### config.mk
export PLATFORM = sky130hd
export DESIGN_NAME = gc_scheduler_flat
export DESIGN_NICKNAME = d
export VERILOG_FILES = /design/src/rtl/gc_scheduler_pkg.sv /design/src/rtl/gc_scheduler_if.sv /design/src/rtl/gc_scheduler_victim_sel.sv /design/src/rtl/gc_scheduler.sv /design/src/flat_wrapper.sv
export SDC_FILE = /design/constraint.sdc
export NUM_CORES = 1
export LEC_CHECK = 0
export BUFFER_PORTS_ARGS = -buffer_cell sky130_fd_sc_hd__clkbuf_2
export CAP_MARGIN = 40
export CORE_ASPECT_RATIO = 0.9
export CORE_MARGIN = 4
export CORE_UTILIZATION = 35
export CTS_BUF_LIST = sky130_fd_sc_hd__clkbuf_4 sky130_fd_sc_hd__clkbuf_8
export DETAILED_ROUTE_END_ITERATION = 6
export PLACE_DENSITY = 0.56
export SETUP_SLACK_MARGIN = 0.15
export SLEW_MARGIN = 20
export SYNTH_ARGS = -nofsm -noshare
export SYNTH_HDL_FRONTEND = slang
export SYNTH_HIERARCHICAL = 1
export SYNTH_SLANG_ARGS = --single-unit
### constraint.sdc
create_clock -name CLK -period 19.6 [get_ports CLK]
set_input_delay 4.9 -clock CLK [delete_from_list [all_inputs] [get_ports CLK]]
set_output_delay 4.9 -clock CLK [all_outputs]
set_load 0.02 [all_outputs]
### src/rtl/gc_scheduler_pkg.sv
// +----------------------------------------------------------------------------+
// | NVM_pkg : shared types and constants for the GC scheduler slice             |
// | Revision: 1.0                                                              |
// +----------------------------------------------------------------------------+
`default_nettype none

package NVM_pkg;

  localparam int GC_NUM_BLK     = 64;
  localparam int GC_BLK_W       = $clog2(GC_NUM_BLK);
  localparam int GC_ERASE_CNT_W = 16;

  typedef logic [GC_BLK_W-1:0] block_t;

  typedef enum logic [2:0] {
    GC_IDLE  = 3'd0,
    GC_SCAN  = 3'd1,
    GC_MOVE  = 3'd2,
    GC_PAUSE = 3'd3,
    GC_ERASE = 3'd4,
    GC_DONE  = 3'd5
  } gc_state_t;

endpackage

`default_nettype wire

### src/rtl/gc_scheduler_if.sv
// +----------------------------------------------------------------------------+
// | gc_scheduler_if : controller <-> GC scheduler handshake and block bus      |
// | Revision: 1.0                                                              |
// +----------------------------------------------------------------------------+
`default_nettype none

interface gc_scheduler_if;
  import NVM_pkg::*;

  logic   gc_ini;
  logic   gc_start;
  logic   active_request;
  logic   invalid_flag;
  block_t invalid_blk;
  logic   move_done_flag;
  logic   erase_ack;
  logic   fifo_recover_en;
  block_t recover_blk;

  logic   gc_request;
  logic   gc_interrupt;
  logic   req_done;
  logic   move_flag;
  block_t active_blk;
  logic   erase_flag;
  block_t erase_blk;
  logic   free_push;
  block_t free_blk;

  modport master (
    output gc_ini, gc_start, active_request, invalid_flag, invalid_blk,
           move_done_flag, erase_ack, fifo_recover_en, recover_blk,
    input  gc_request, gc_interrupt, req_done, move_flag, active_blk,
           erase_flag, erase_blk, free_push, free_blk
  );

  modport slave (
    input  gc_ini, gc_start, active_request, invalid_flag, invalid_blk,
           move_done_flag, erase_ack, fifo_recover_en, recover_blk,
    output gc_request, gc_interrupt, req_done, move_flag, active_blk,
           erase_flag, erase_blk, free_push, free_blk
  );

endinterface

`default_nettype wire

### src/rtl/gc_scheduler_victim_sel.sv
// +----------------------------------------------------------------------------+
// | gc_victim_sel : running best-candidate compare/latch for the victim scan   |
// | Optional GC_WEAR_LEVEL_EN breaks count ties by lower erase count.          |
// | Revision: 1.0                                                              |
// +----------------------------------------------------------------------------+
`default_nettype none

module gc_victim_sel
  import NVM_pkg::*;
#(
  parameter int CNT_W = 6
) (
  input  wire logic             CLK,
  input  wire logic             RST,
  input  wire logic             clr,
  input  wire logic             cand_en,
  input  wire logic             cand_ok,
  input  wire block_t           cand_idx,
  input  wire logic [CNT_W-1:0] cand_cnt,
`ifdef GC_WEAR_LEVEL_EN
  input  wire logic [GC_ERASE_CNT_W-1:0] cand_wear,
`endif
  output logic                  next_vld,
  output block_t                next_idx
);

  logic             best_vld_q, best_vld_d;
  block_t           best_idx_q, best_idx_d;
  logic [CNT_W-1:0] best_cnt_q, best_cnt_d;
  logic             take;
`ifdef GC_WEAR_LEVEL_EN
  logic [GC_ERASE_CNT_W-1:0] best_wear_q, best_wear_d;
`endif

  // Candidates arrive in ascending index order, so a strict compare keeps ties on the lowest index.
  always_comb begin
    take = cand_en && cand_ok && (!best_vld_q || (cand_cnt > best_cnt_q)
`ifdef GC_WEAR_LEVEL_EN
           || ((cand_cnt == best_cnt_q) && (cand_wear < best_wear_q))
`endif
           );
    best_vld_d = best_vld_q;
    best_idx_d = best_idx_q;
    best_cnt_d = best_cnt_q;
`ifdef GC_WEAR_LEVEL_EN
    best_wear_d = best_wear_q;
`endif
    if (take) begin
      best_vld_d = 1'b1;
      best_idx_d = cand_idx;
      best_cnt_d = cand_cnt;
`ifdef GC_WEAR_LEVEL_EN
      best_wear_d = cand_wear;
`endif
    end
    if (clr) begin
      best_vld_d = 1'b0;
    end
    next_vld = best_vld_d;
    next_idx = best_idx_d;
  end

  always_ff @(posedge CLK or posedge RST) begin
    if (RST) begin
      best_vld_q <= 1'b0;
      best_idx_q <= '0;
      best_cnt_q <= '0;
`ifdef GC_WEAR_LEVEL_EN
      best_wear_q <= '0;
`endif
    end else begin
      best_vld_q <= best_vld_d;
      best_idx_q <= best_idx_d;
      best_cnt_q <= best_cnt_d;
`ifdef GC_WEAR_LEVEL_EN
      best_wear_q <= best_wear_d;
`endif
    end
  end

endmodule

`default_nettype wire

### src/rtl/gc_scheduler.sv
// +----------------------------------------------------------------------------+
// | gc_scheduler : NVM garbage-collection scheduler (scan, move, erase, free)  |
// | Optional GC_WEAR_LEVEL_EN adds per-block erase counts for tie breaking.    |
// | Revision: 1.0                                                              |
// +----------------------------------------------------------------------------+
`default_nettype none

module gc_scheduler
  import NVM_pkg::*;
#(
  parameter int NUM_BLK    = 64,
  parameter int PG_PER_BLK = 32,
  parameter int FREE_LOW   = 4
) (
  input wire logic      CLK,
  input wire logic      RST,
  gc_scheduler_if.slave bus
);

  localparam int CNT_W = $clog2(PG_PER_BLK + 1);
  localparam int FC_W  = $clog2(NUM_BLK + 1);

  gc_state_t        state_q, state_d;
  logic [CNT_W-1:0] inv_cnt_q [NUM_BLK];
  logic [CNT_W-1:0] inv_cnt_d [NUM_BLK];
  logic [NUM_BLK-1:0] free_q, free_d;
  block_t           open_blk_q, open_blk_d;
  block_t           scan_idx_q, scan_idx_d;
  block_t           victim_q, victim_d;
  logic             victim_vld_q, victim_vld_d;
  logic [FC_W-1:0]  free_cnt_q, free_cnt_d;

  logic   gc_request, gc_interrupt, req_done, move_flag, erase_flag, free_push;
  block_t active_blk, erase_blk, free_blk;
  logic   cand_ok, sel_next_vld;
  block_t sel_next_idx;

`ifdef GC_WEAR_LEVEL_EN
  logic [GC_ERASE_CNT_W-1:0] erase_cnt_q [NUM_BLK];
  logic [GC_ERASE_CNT_W-1:0] erase_cnt_d [NUM_BLK];
`endif

  assign cand_ok = !free_q[scan_idx_q] && (scan_idx_q != open_blk_q)
                   && (inv_cnt_q[scan_idx_q] != '0);

  gc_victim_sel #(.CNT_W(CNT_W)) u_victim_sel (
    .CLK      (CLK),
    .RST      (RST),
    .clr      (state_q == GC_IDLE),
    .cand_en  (state_q == GC_SCAN),
    .cand_ok  (cand_ok),
    .cand_idx (scan_idx_q),
    .cand_cnt (inv_cnt_q[scan_idx_q]),
`ifdef GC_WEAR_LEVEL_EN
    .cand_wear(erase_cnt_q[scan_idx_q]),
`endif
    .next_vld (sel_next_vld),
    .next_idx (sel_next_idx)
  );

  always_comb begin
    state_d      = state_q;
    scan_idx_d   = scan_idx_q;
    victim_d     = victim_q;
    victim_vld_d = victim_vld_q;
    gc_request   = 1'b0;
    gc_interrupt = 1'b0;
    req_done     = 1'b0;
    move_flag    = 1'b0;
    active_blk   = '0;
    erase_flag   = 1'b0;
    erase_blk    = '0;
    free_push    = 1'b0;
    free_blk     = '0;
    case (state_q)
      GC_IDLE: begin
        gc_request = (free_cnt_q < FC_W'(FREE_LOW));
        if (gc_request && bus.gc_start) begin
          state_d      = GC_SCAN;
          scan_idx_d   = '0;
          victim_vld_d = 1'b0;
        end
      end
      GC_SCAN: begin
        scan_idx_d = scan_idx_q + 1'b1;
        if (scan_idx_q == block_t'(NUM_BLK - 1)) begin
          victim_d     = sel_next_idx;
          victim_vld_d = sel_next_vld;
          state_d      = sel_next_vld ? GC_MOVE : GC_DONE;
        end
      end
      GC_MOVE: begin
        move_flag  = 1'b1;
        active_blk = victim_q;
        if (bus.move_done_flag) begin
          state_d = GC_ERASE;
        end else if (bus.active_request) begin
          state_d = GC_PAUSE;
        end
      end
      GC_PAUSE: begin
        gc_interrupt = 1'b1;
        active_blk   = victim_q;
        if (!bus.active_request) begin
          state_d = GC_MOVE;
        end
      end
      GC_ERASE: begin
        erase_flag = 1'b1;
        erase_blk  = victim_q;
        if (bus.erase_ack) begin
          state_d = GC_DONE;
        end
      end
      GC_DONE: begin
        // An init arriving in the DONE cycle abandons the result entirely.
        req_done     = !bus.gc_ini;
        free_push    = victim_vld_q && !bus.gc_ini;
        free_blk     = free_push ? victim_q : '0;
        victim_vld_d = 1'b0;
        state_d      = GC_IDLE;
      end
      default: state_d = GC_IDLE;
    endcase
    if (bus.gc_ini) begin
      state_d      = GC_IDLE;
      victim_vld_d = 1'b0;
    end
  end

  // Block bookkeeping; a DONE clear overrides a same-cycle invalidate of the victim.
  always_comb begin
    inv_cnt_d  = inv_cnt_q;
    free_d     = free_q;
    open_blk_d = open_blk_q;
    free_cnt_d = free_cnt_q;
    if (bus.invalid_flag && (inv_cnt_q[bus.invalid_blk] != CNT_W'(PG_PER_BLK))) begin
      inv_cnt_d[bus.invalid_blk] = inv_cnt_q[bus.invalid_blk] + 1'b1;
    end
    if (free_push) begin
      inv_cnt_d[victim_q] = '0;
      free_d[victim_q]    = 1'b1;
    end
    if (bus.fifo_recover_en) begin
      free_d[bus.recover_blk] = 1'b0;
      open_blk_d              = bus.recover_blk;
    end
    case ({free_push, bus.fifo_recover_en})
      2'b10: if (free_cnt_q != FC_W'(NUM_BLK)) free_cnt_d = free_cnt_q + 1'b1;
      2'b01: if (free_cnt_q != '0) free_cnt_d = free_cnt_q - 1'b1;
      default: free_cnt_d = free_cnt_q;
    endcase
    if (bus.gc_ini) begin
      for (int i = 0; i < NUM_BLK; i++) begin
        inv_cnt_d[i] = '0;
      end
      free_d     = '1;
      open_blk_d = '0;
      free_cnt_d = FC_W'(NUM_BLK);
    end
  end

`ifdef GC_WEAR_LEVEL_EN
  // Wear history survives gc_ini; only RST clears it.
  always_comb begin
    erase_cnt_d = erase_cnt_q;
    if ((state_q == GC_ERASE) && bus.erase_ack && (erase_cnt_q[victim_q] != '1)) begin
      erase_cnt_d[victim_q] = erase_cnt_q[victim_q] + 1'b1;
    end
  end

  always_ff @(posedge CLK or posedge RST) begin
    if (RST) begin
      for (int i = 0; i < NUM_BLK; i++) begin
        erase_cnt_q[i] <= '0;
      end
    end else begin
      erase_cnt_q <= erase_cnt_d;
    end
  end
`endif

  always_ff @(posedge CLK or posedge RST) begin
    if (RST) begin
      state_q      <= GC_IDLE;
      for (int i = 0; i < NUM_BLK; i++) begin
        inv_cnt_q[i] <= '0;
      end
      free_q       <= '1;
      open_blk_q   <= '0;
      scan_idx_q   <= '0;
      victim_q     <= '0;
      victim_vld_q <= 1'b0;
      free_cnt_q   <= FC_W'(NUM_BLK);
    end else begin
      state_q      <= state_d;
      inv_cnt_q    <= inv_cnt_d;
      free_q       <= free_d;
      open_blk_q   <= open_blk_d;
      scan_idx_q   <= scan_idx_d;
      victim_q     <= victim_d;
      victim_vld_q <= victim_vld_d;
      free_cnt_q   <= free_cnt_d;
    end
  end

  assign bus.gc_request   = gc_request;
  assign bus.gc_interrupt = gc_interrupt;
  assign bus.req_done     = req_done;
  assign bus.move_flag    = move_flag;
  assign bus.active_blk   = active_blk;
  assign bus.erase_flag   = erase_flag;
  assign bus.erase_blk    = erase_blk;
  assign bus.free_push    = free_push;
  assign bus.free_blk     = free_blk;

endmodule

`default_nettype wire

### src/flat_wrapper.sv
// flat-port wrapper written by rule: the top's interface ports become plain ports
module gc_scheduler_flat import NVM_pkg::*;
#(
  parameter int NUM_BLK    = 64,
  parameter int PG_PER_BLK = 32,
  parameter int FREE_LOW   = 4
)
  (CLK, RST, bus_gc_ini, bus_gc_start, bus_active_request, bus_invalid_flag, bus_invalid_blk, bus_move_done_flag, bus_erase_ack, bus_fifo_recover_en, bus_recover_blk, bus_gc_request, bus_gc_interrupt, bus_req_done, bus_move_flag, bus_active_blk, bus_erase_flag, bus_erase_blk, bus_free_push, bus_free_blk);
  gc_scheduler_if bus_i ();
  input wire logic CLK;
  input wire logic RST;
  input wire logic [$bits(bus_i.gc_ini)-1:0] bus_gc_ini;
  input wire logic [$bits(bus_i.gc_start)-1:0] bus_gc_start;
  input wire logic [$bits(bus_i.active_request)-1:0] bus_active_request;
  input wire logic [$bits(bus_i.invalid_flag)-1:0] bus_invalid_flag;
  input wire logic [$bits(bus_i.invalid_blk)-1:0] bus_invalid_blk;
  input wire logic [$bits(bus_i.move_done_flag)-1:0] bus_move_done_flag;
  input wire logic [$bits(bus_i.erase_ack)-1:0] bus_erase_ack;
  input wire logic [$bits(bus_i.fifo_recover_en)-1:0] bus_fifo_recover_en;
  input wire logic [$bits(bus_i.recover_blk)-1:0] bus_recover_blk;
  output wire logic [$bits(bus_i.gc_request)-1:0] bus_gc_request;
  output wire logic [$bits(bus_i.gc_interrupt)-1:0] bus_gc_interrupt;
  output wire logic [$bits(bus_i.req_done)-1:0] bus_req_done;
  output wire logic [$bits(bus_i.move_flag)-1:0] bus_move_flag;
  output wire logic [$bits(bus_i.active_blk)-1:0] bus_active_blk;
  output wire logic [$bits(bus_i.erase_flag)-1:0] bus_erase_flag;
  output wire logic [$bits(bus_i.erase_blk)-1:0] bus_erase_blk;
  output wire logic [$bits(bus_i.free_push)-1:0] bus_free_push;
  output wire logic [$bits(bus_i.free_blk)-1:0] bus_free_blk;
  assign bus_i.gc_ini = bus_gc_ini;
  assign bus_i.gc_start = bus_gc_start;
  assign bus_i.active_request = bus_active_request;
  assign bus_i.invalid_flag = bus_invalid_flag;
  assign bus_i.invalid_blk = bus_invalid_blk;
  assign bus_i.move_done_flag = bus_move_done_flag;
  assign bus_i.erase_ack = bus_erase_ack;
  assign bus_i.fifo_recover_en = bus_fifo_recover_en;
  assign bus_i.recover_blk = bus_recover_blk;
  assign bus_gc_request = bus_i.gc_request;
  assign bus_gc_interrupt = bus_i.gc_interrupt;
  assign bus_req_done = bus_i.req_done;
  assign bus_move_flag = bus_i.move_flag;
  assign bus_active_blk = bus_i.active_blk;
  assign bus_erase_flag = bus_i.erase_flag;
  assign bus_erase_blk = bus_i.erase_blk;
  assign bus_free_push = bus_i.free_push;
  assign bus_free_blk = bus_i.free_blk;
  gc_scheduler #(.NUM_BLK(NUM_BLK), .PG_PER_BLK(PG_PER_BLK), .FREE_LOW(FREE_LOW)) u_core (.CLK(CLK), .RST(RST), .bus(bus_i));
endmodule
; Word level (Yosys, flattened, before mapping)
; Cells that the tools add are included.
[classes]
muxes = 57
reduce_logical = 28
add_sub_neg = 4
magnitude_cmp = 12
n_eq_ne = 19
n_bitwise = 8
[ops]
columns = cell, count
row1 = 2-to-1 mux 384 bit, 3
row2 = bitwise AND 384 bit, 1
row3 = bitwise mux 384 bit, 1
row4 = NOT 384 bit, 1
row5 = 2-to-1 mux 64 bit, 3
row6 = 2-to-1 mux 6 bit, 14
row7 = binary-select mux 6 bit (select 6 bit), 2
row8 = demux 6 bit (select 6 bit), 2
row9 = bitwise AND 64 bit, 1
row10 = NOT 64 bit, 1
row11 = OR 64 bit, 1
row12 = 2-to-1 mux 3 bit, 8
row13 = greater-or-equal comparator 7 bit (second input constant), 3
row14 = less-than comparator 6 x 7 -> 1 bit (second input constant), 3
row15 = 2-to-1 mux 7 bit, 3
row16 = NOT 6 -> 7 bit, 3
row17 = one-hot mux 3 bit (5 select lines), 1
row18 = less-than comparator 7 x 1 -> 1 bit (second input constant), 2
row19 = 2-to-1 mux 1 bit, 14
row20 = one-hot mux 7 bit (2 select lines), 1
row21 = adder 6 x 1 -> 6 bit (second input constant), 2
row22 = demux 1 bit (select 6 bit), 2
row23 = greater-or-equal comparator 6 x 1 -> 1 bit (second input constant), 2
row24 = inequality test 3 x 2 -> 1 bit (second input constant), 4
row25 = 32 further kinds, 50
[totals]
ff_bits = 490
output_inout_bits = 24
input_bits = 21
elab_cells = 202

; Longest topological paths before layout
[logic_depth]
depth_word = 14
mapped_depth = 22

; By module
; Netlist, hierarchy kept.
[by_module_without_submodules]
columns = mod, area_each_um2, n_inst, cells_per_inst, seq_area_each_um2
row1 = gc_scheduler, 28608.7, 1, 2860, 12017.8
row2 = gc_victim_sel, 705.7, 1, 50, 325.3

; Worst setup path before layout
; Ideal clock, no wire load.
[synth_path]
path_type = input-to-output
startpoint = in bus_gc_ini
endpoint = out bus_free_blk[0]
setup_slack_ns = 8.080
required_ns = 14.700
n_path_buf = 1
arrival_ns = 6.620
stages = 6
cell_sequence = clkbuf_1 nor3b_1 nand2_1 inv_1 nand2_1 inv_1
[synth_between]
elab_chain_len = 4
[synth_rtl]
columns = element, line_no
row1 = start: declaration, flat_wrapper.sv:12  ; input wire logic [$bits(bus_i.gc_ini)-1:0] bus_gc_ini;
row2 = logical NOT 1 bit, gc_scheduler.sv:118  ; free_push = victim_vld_q && !bus.gc_ini;
row3 = logical AND 1 bit, gc_scheduler.sv:118
row4 = 2-to-1 mux 6 bit, gc_scheduler.sv:119  ; free_blk = free_push ? victim_q : '0;
row5 = 2-to-1 mux 6 bit, gc_scheduler.sv:75  ; case (state_q)
row6 = end: declaration, flat_wrapper.sv:29  ; output wire logic [$bits(bus_i.free_blk)-1:0] bus_free_blk;
; No other way between the ends.

; Worst setup path after layout
; Ends and elaborated chain as after synthesis.

==> out/qor.txt <==
status: finished with violations
failing checks: design-rule violations
Leakage: 12.7 nW
Yosys top cell area share: 0.363
clk slew on worst S/H paths: 0.06 ns
clock sink count: 490
critical path cell sequence: buf_4 > nor3b_1 > nand2_1 > inv_1 > nand2_1 > inv_1 > clkbuf_2
Tcrit/Tclk final: 0.590
Final Hold Vio Count: 0
layout cell share with drive strength beyond 1: 0.238
Simple-Gate Fraction of Synth Area: 0.121
WL final: 137 mm
# port buffers: 44
Worst-Skew Late Latency: 0.75 ns
PD cells: 81.3 nW/µm²
Final Max Tran Viols: 0
slowest CP cell: nor3b_1
Switching Share: 0.331
Critical Path Source Type: input port
DIE AREA: 88500 µm²
fillers: 8063
detailed-route DRC error count: 1
Synth top cells by count: dfrtp_1, a21oi_1, nand3_1
area added between synthesis and finish: 13.1%
Synth Area in XOR/XNOR: 0.00388
top cell type by total area after synthesis: dfrtp_1
CTS tree: yes
First DRT Iteration DRCs: 4955
Crit Path Max Fanout: 7
Post-CTS Setup Inserts: 0
combinational share of power: 0.216
CTS Buf Count: 84
arrival time at the worst endpoint: 6.67 ns
Antenna Violating Nets Remaining: 0
delay-heaviest family, CP: simple AND/OR/NAND/NOR gates
Peak VDD IR: 0.0498 mV
hpwl dp: 86.3 mm
Mapped Area: 29300 µm²
clock skew: 0.0391 ns
register area share after synthesis: 0.421
largest family of logic cells by synthesized area: compound AO/OA/AOI/OAI gates
global-route wire length before repair: 198 mm
# IOs: 45
vias in the first global route: 27227
crit end category: output pin
clock share of power: 0.387
Synth Net Count: 2946
Placed Area: 31200 µm²
vias per cell: 6.97
Yosys cell types: 73
Net Sw Power: 892 µW
effective utilization at floorplan: 0.354
via count: 28301
relative slew slack: 0.344
Synth area leaders: dfrtp_1, mux4_2, a21oi_1, dfstp_2, nand3_1
GRT Overall Usage: 0.303
worst-case clock buffer depth: 3
hold crit path type: flip-flop to flip-flop
# rows: 100
actual slew at the worst max-slew pin: 0.984 ns
die height: 283 µm
maxcap violations: 0
kind of critical path: input port to output pin
post-synthesis area per instance: 10.1 µm²
internal power: 1.80 mW
GP Congestion: 0.991
Die X: 313 µm
H-Tree Level Count: 3
Syn Inst Count: 2910
sequential share of power: 0.397
first-pass detailed-route iteration total: 7
FFs w/ async S/R, synth: 1.00
Root Driver: clkbuf_8
Critical Path RT: 14.70 ns
initial antenna violation count: 7
Bufs and invs on worst path: 4
CTS Hold Buffers Added: 0
total core area: 82800 µm²
number of synthesized register bits: 490
fin area: 33100 µm²
final setup TNS: 0 ns
WL per Instance: 33.7 µm
Placed Cells: 3892
# resized after CTS: 0
largest net degree at the start of global routing: 152
YS warnings: 6
post-synthesis compound-gate area fraction: 0.221
most frequent cell after synthesis: dfrtp_1
remaining global-route overflow: 0
Achievable Freq: 0.0864 GHz
min Tclk post-route: 11.57 ns
ys flop type: dfrtp_1
Finished Core Util: 0.400
Post-synth EDFFs: 0
Post-Synth Adder-Cell Area: 0.00666
post-synthesis mux area share: 0.180
final setup violation count: 0
unrepaired setup endpoints after global routing: false
final non-filler cell total: 4063
critical path's largest stage delay: 0.55 ns
NumNets Final: 2897
-- worst register-to-register path: stages, from the launching register on --
cell	delay [ns]
dfrtp_4	0.81
buf_4	0.75
buf_4	0.73
mux4_2	0.55
mux4_2	0.61
mux4_2	0.56
ha_1	0.36
and4_4	0.20
a41o_1	0.27
a31oi_4	0.51
mux2_4	0.36
mux2_2	0.27
-- power by group through the flow --
stage	logic (mW)	clock network, mW	registers (mW)
global placement	0.519	0	1.10
detailed placement	0.564	0	1.09
CTS	0.564	1.05	1.07
floorplan	0.399	0	1.05
global route	0.602	1.10	1.07
finish	0.583	1.04	1.07
-- path summary, 6_finish.rpt --
check	from	to	slack (ns)	cells after the start
worst max register to register	u_core/scan_idx_q[1]$_DFFE_PP0P_	u_core/victim_q[1]$_DFFE_PP0P_	13.52	11
max in group asynchronous	RST	u_core/inv_cnt_q[196]$_DFF_PP0_	12.92	7
worst min register to register	u_core/u_victim_sel/best_idx_q[4]$_DFF_PP0_	u_core/u_victim_sel/best_idx_q[4]$_DFF_PP0_	0.49	1
worst min-delay path	u_core/u_victim_sel/best_idx_q[4]$_DFF_PP0_	u_core/u_victim_sel/best_idx_q[4]$_DFF_PP0_	0.49	1
worst max-delay path	bus_gc_ini	bus_free_blk[0]	8.03	7
min in group asynchronous	RST	u_core/victim_q[2]$_DFFE_PP0P_	4.21	2
-- sequential cells by signal, summed over array words and instances, names as in the netlist --
signal / cells
u_core/inv_cnt_q: 384
u_core/free_q: 64
u_core/free_cnt_q: 7
u_core/open_blk_q: 6
u_core/scan_idx_q: 6
u_core/u_victim_sel/best_cnt_q: 6
u_core/u_victim_sel/best_idx_q: 6
u_core/victim_q: 6
u_core/state_q: 3
u_core/u_victim_sel/best_vld_q: 1
u_core/victim_vld_q: 1
-- cell families after synthesis --
family | Yosys count
adders and majority gates | 15
and+or+nand+nor | 738
DFF | 490
muxes | 287
buffers and inverters | 321
AOI/OAI and AO/OA | 1046
xor gates and xnor gates | 13
-- metal layers --
layer / track usage / part of all wire / vias to the layer above / routed length (µm)
met2: 0.428 / 0.41 / 2493 / 55900
met1: 0.400 / 0.37 / 14185 / 50900
met3: 0.121 / 0.15 / 568 / 21000
met4: 0.157 / 0.066 / 6 / 9050
li1: - / - / 11049 / -
met5: 0 / 0.00050 / - / 69
-- cells in the final DEF (no fill, tap or decap), types with 7 or more instances in the layout --
| master | instances |
|---|---|
| nand3_1 | 254 |
| nand2b_1 | 24 |
| o22ai_1 | 122 |
| a211oi_2 | 9 |
| nor2b_1 | 15 |
| clkbuf_8 | 107 |
| mux4_2 | 184 |
| o22a_1 | 36 |
| nand2_1 | 166 |
| clkbuf_4 | 40 |
| a21o_1 | 69 |
| buf_16 | 13 |
| a221o_1 | 9 |
| o21ai_1 | 30 |
| mux2_2 | 41 |
| o41ai_4 | 7 |
| a221oi_1 | 20 |
| ha_1 | 13 |
| a22oi_1 | 17 |
| and3_1 | 19 |
| xnor2_1 | 8 |
| mux2i_1 | 52 |
| a31oi_1 | 10 |
| clkbuf_2 | 40 |
| a21oi_1 | 398 |
| nor3_1 | 19 |
| nor2_1 | 135 |
| mux2_4 | 10 |
| nor2_4 | 10 |
| a211oi_1 | 49 |
| dfstp_2 | 65 |
| diode_2 | 9 |
| buf_4 | 89 |
| o21ai_0 | 206 |
| a311oi_1 | 14 |
| nand4_1 | 29 |
| dfrtp_1 | 421 |
| inv_1 | 18 |
| buf_8 | 9 |
| and2_1 | 11 |
-- layout make-up --
class,count,area [µm²],area share
clock buffer,146,1770,0.0533
timing repair buffer,163,1500,0.0452
multi-input combinational,2099,15900,0.480
clock inverter,11,92.6,0.00279
inverter,23,93.8,0.00283
tap,1122,1400,0.0424
antenna,9,22.5,0.000679
sequential,490,12400,0.373
-- per-stage QoR --
| stage | setup slack, ns | power [mW] | hold WS [ns] |
|---|---|---|---|
| floorplan | 1.50 | 1.45 | 0.466 |
| global placement | 7.79 | 1.62 | 0.479 |
| detailed placement | 7.70 | 1.65 | 0.479 |
| CTS | 7.69 | 2.68 | 0.492 |
| global route | 7.85 | 2.77 | 0.513 |
| finish | 8.03 | 2.69 | 0.492 |
(Power assumes the default switching activity.)
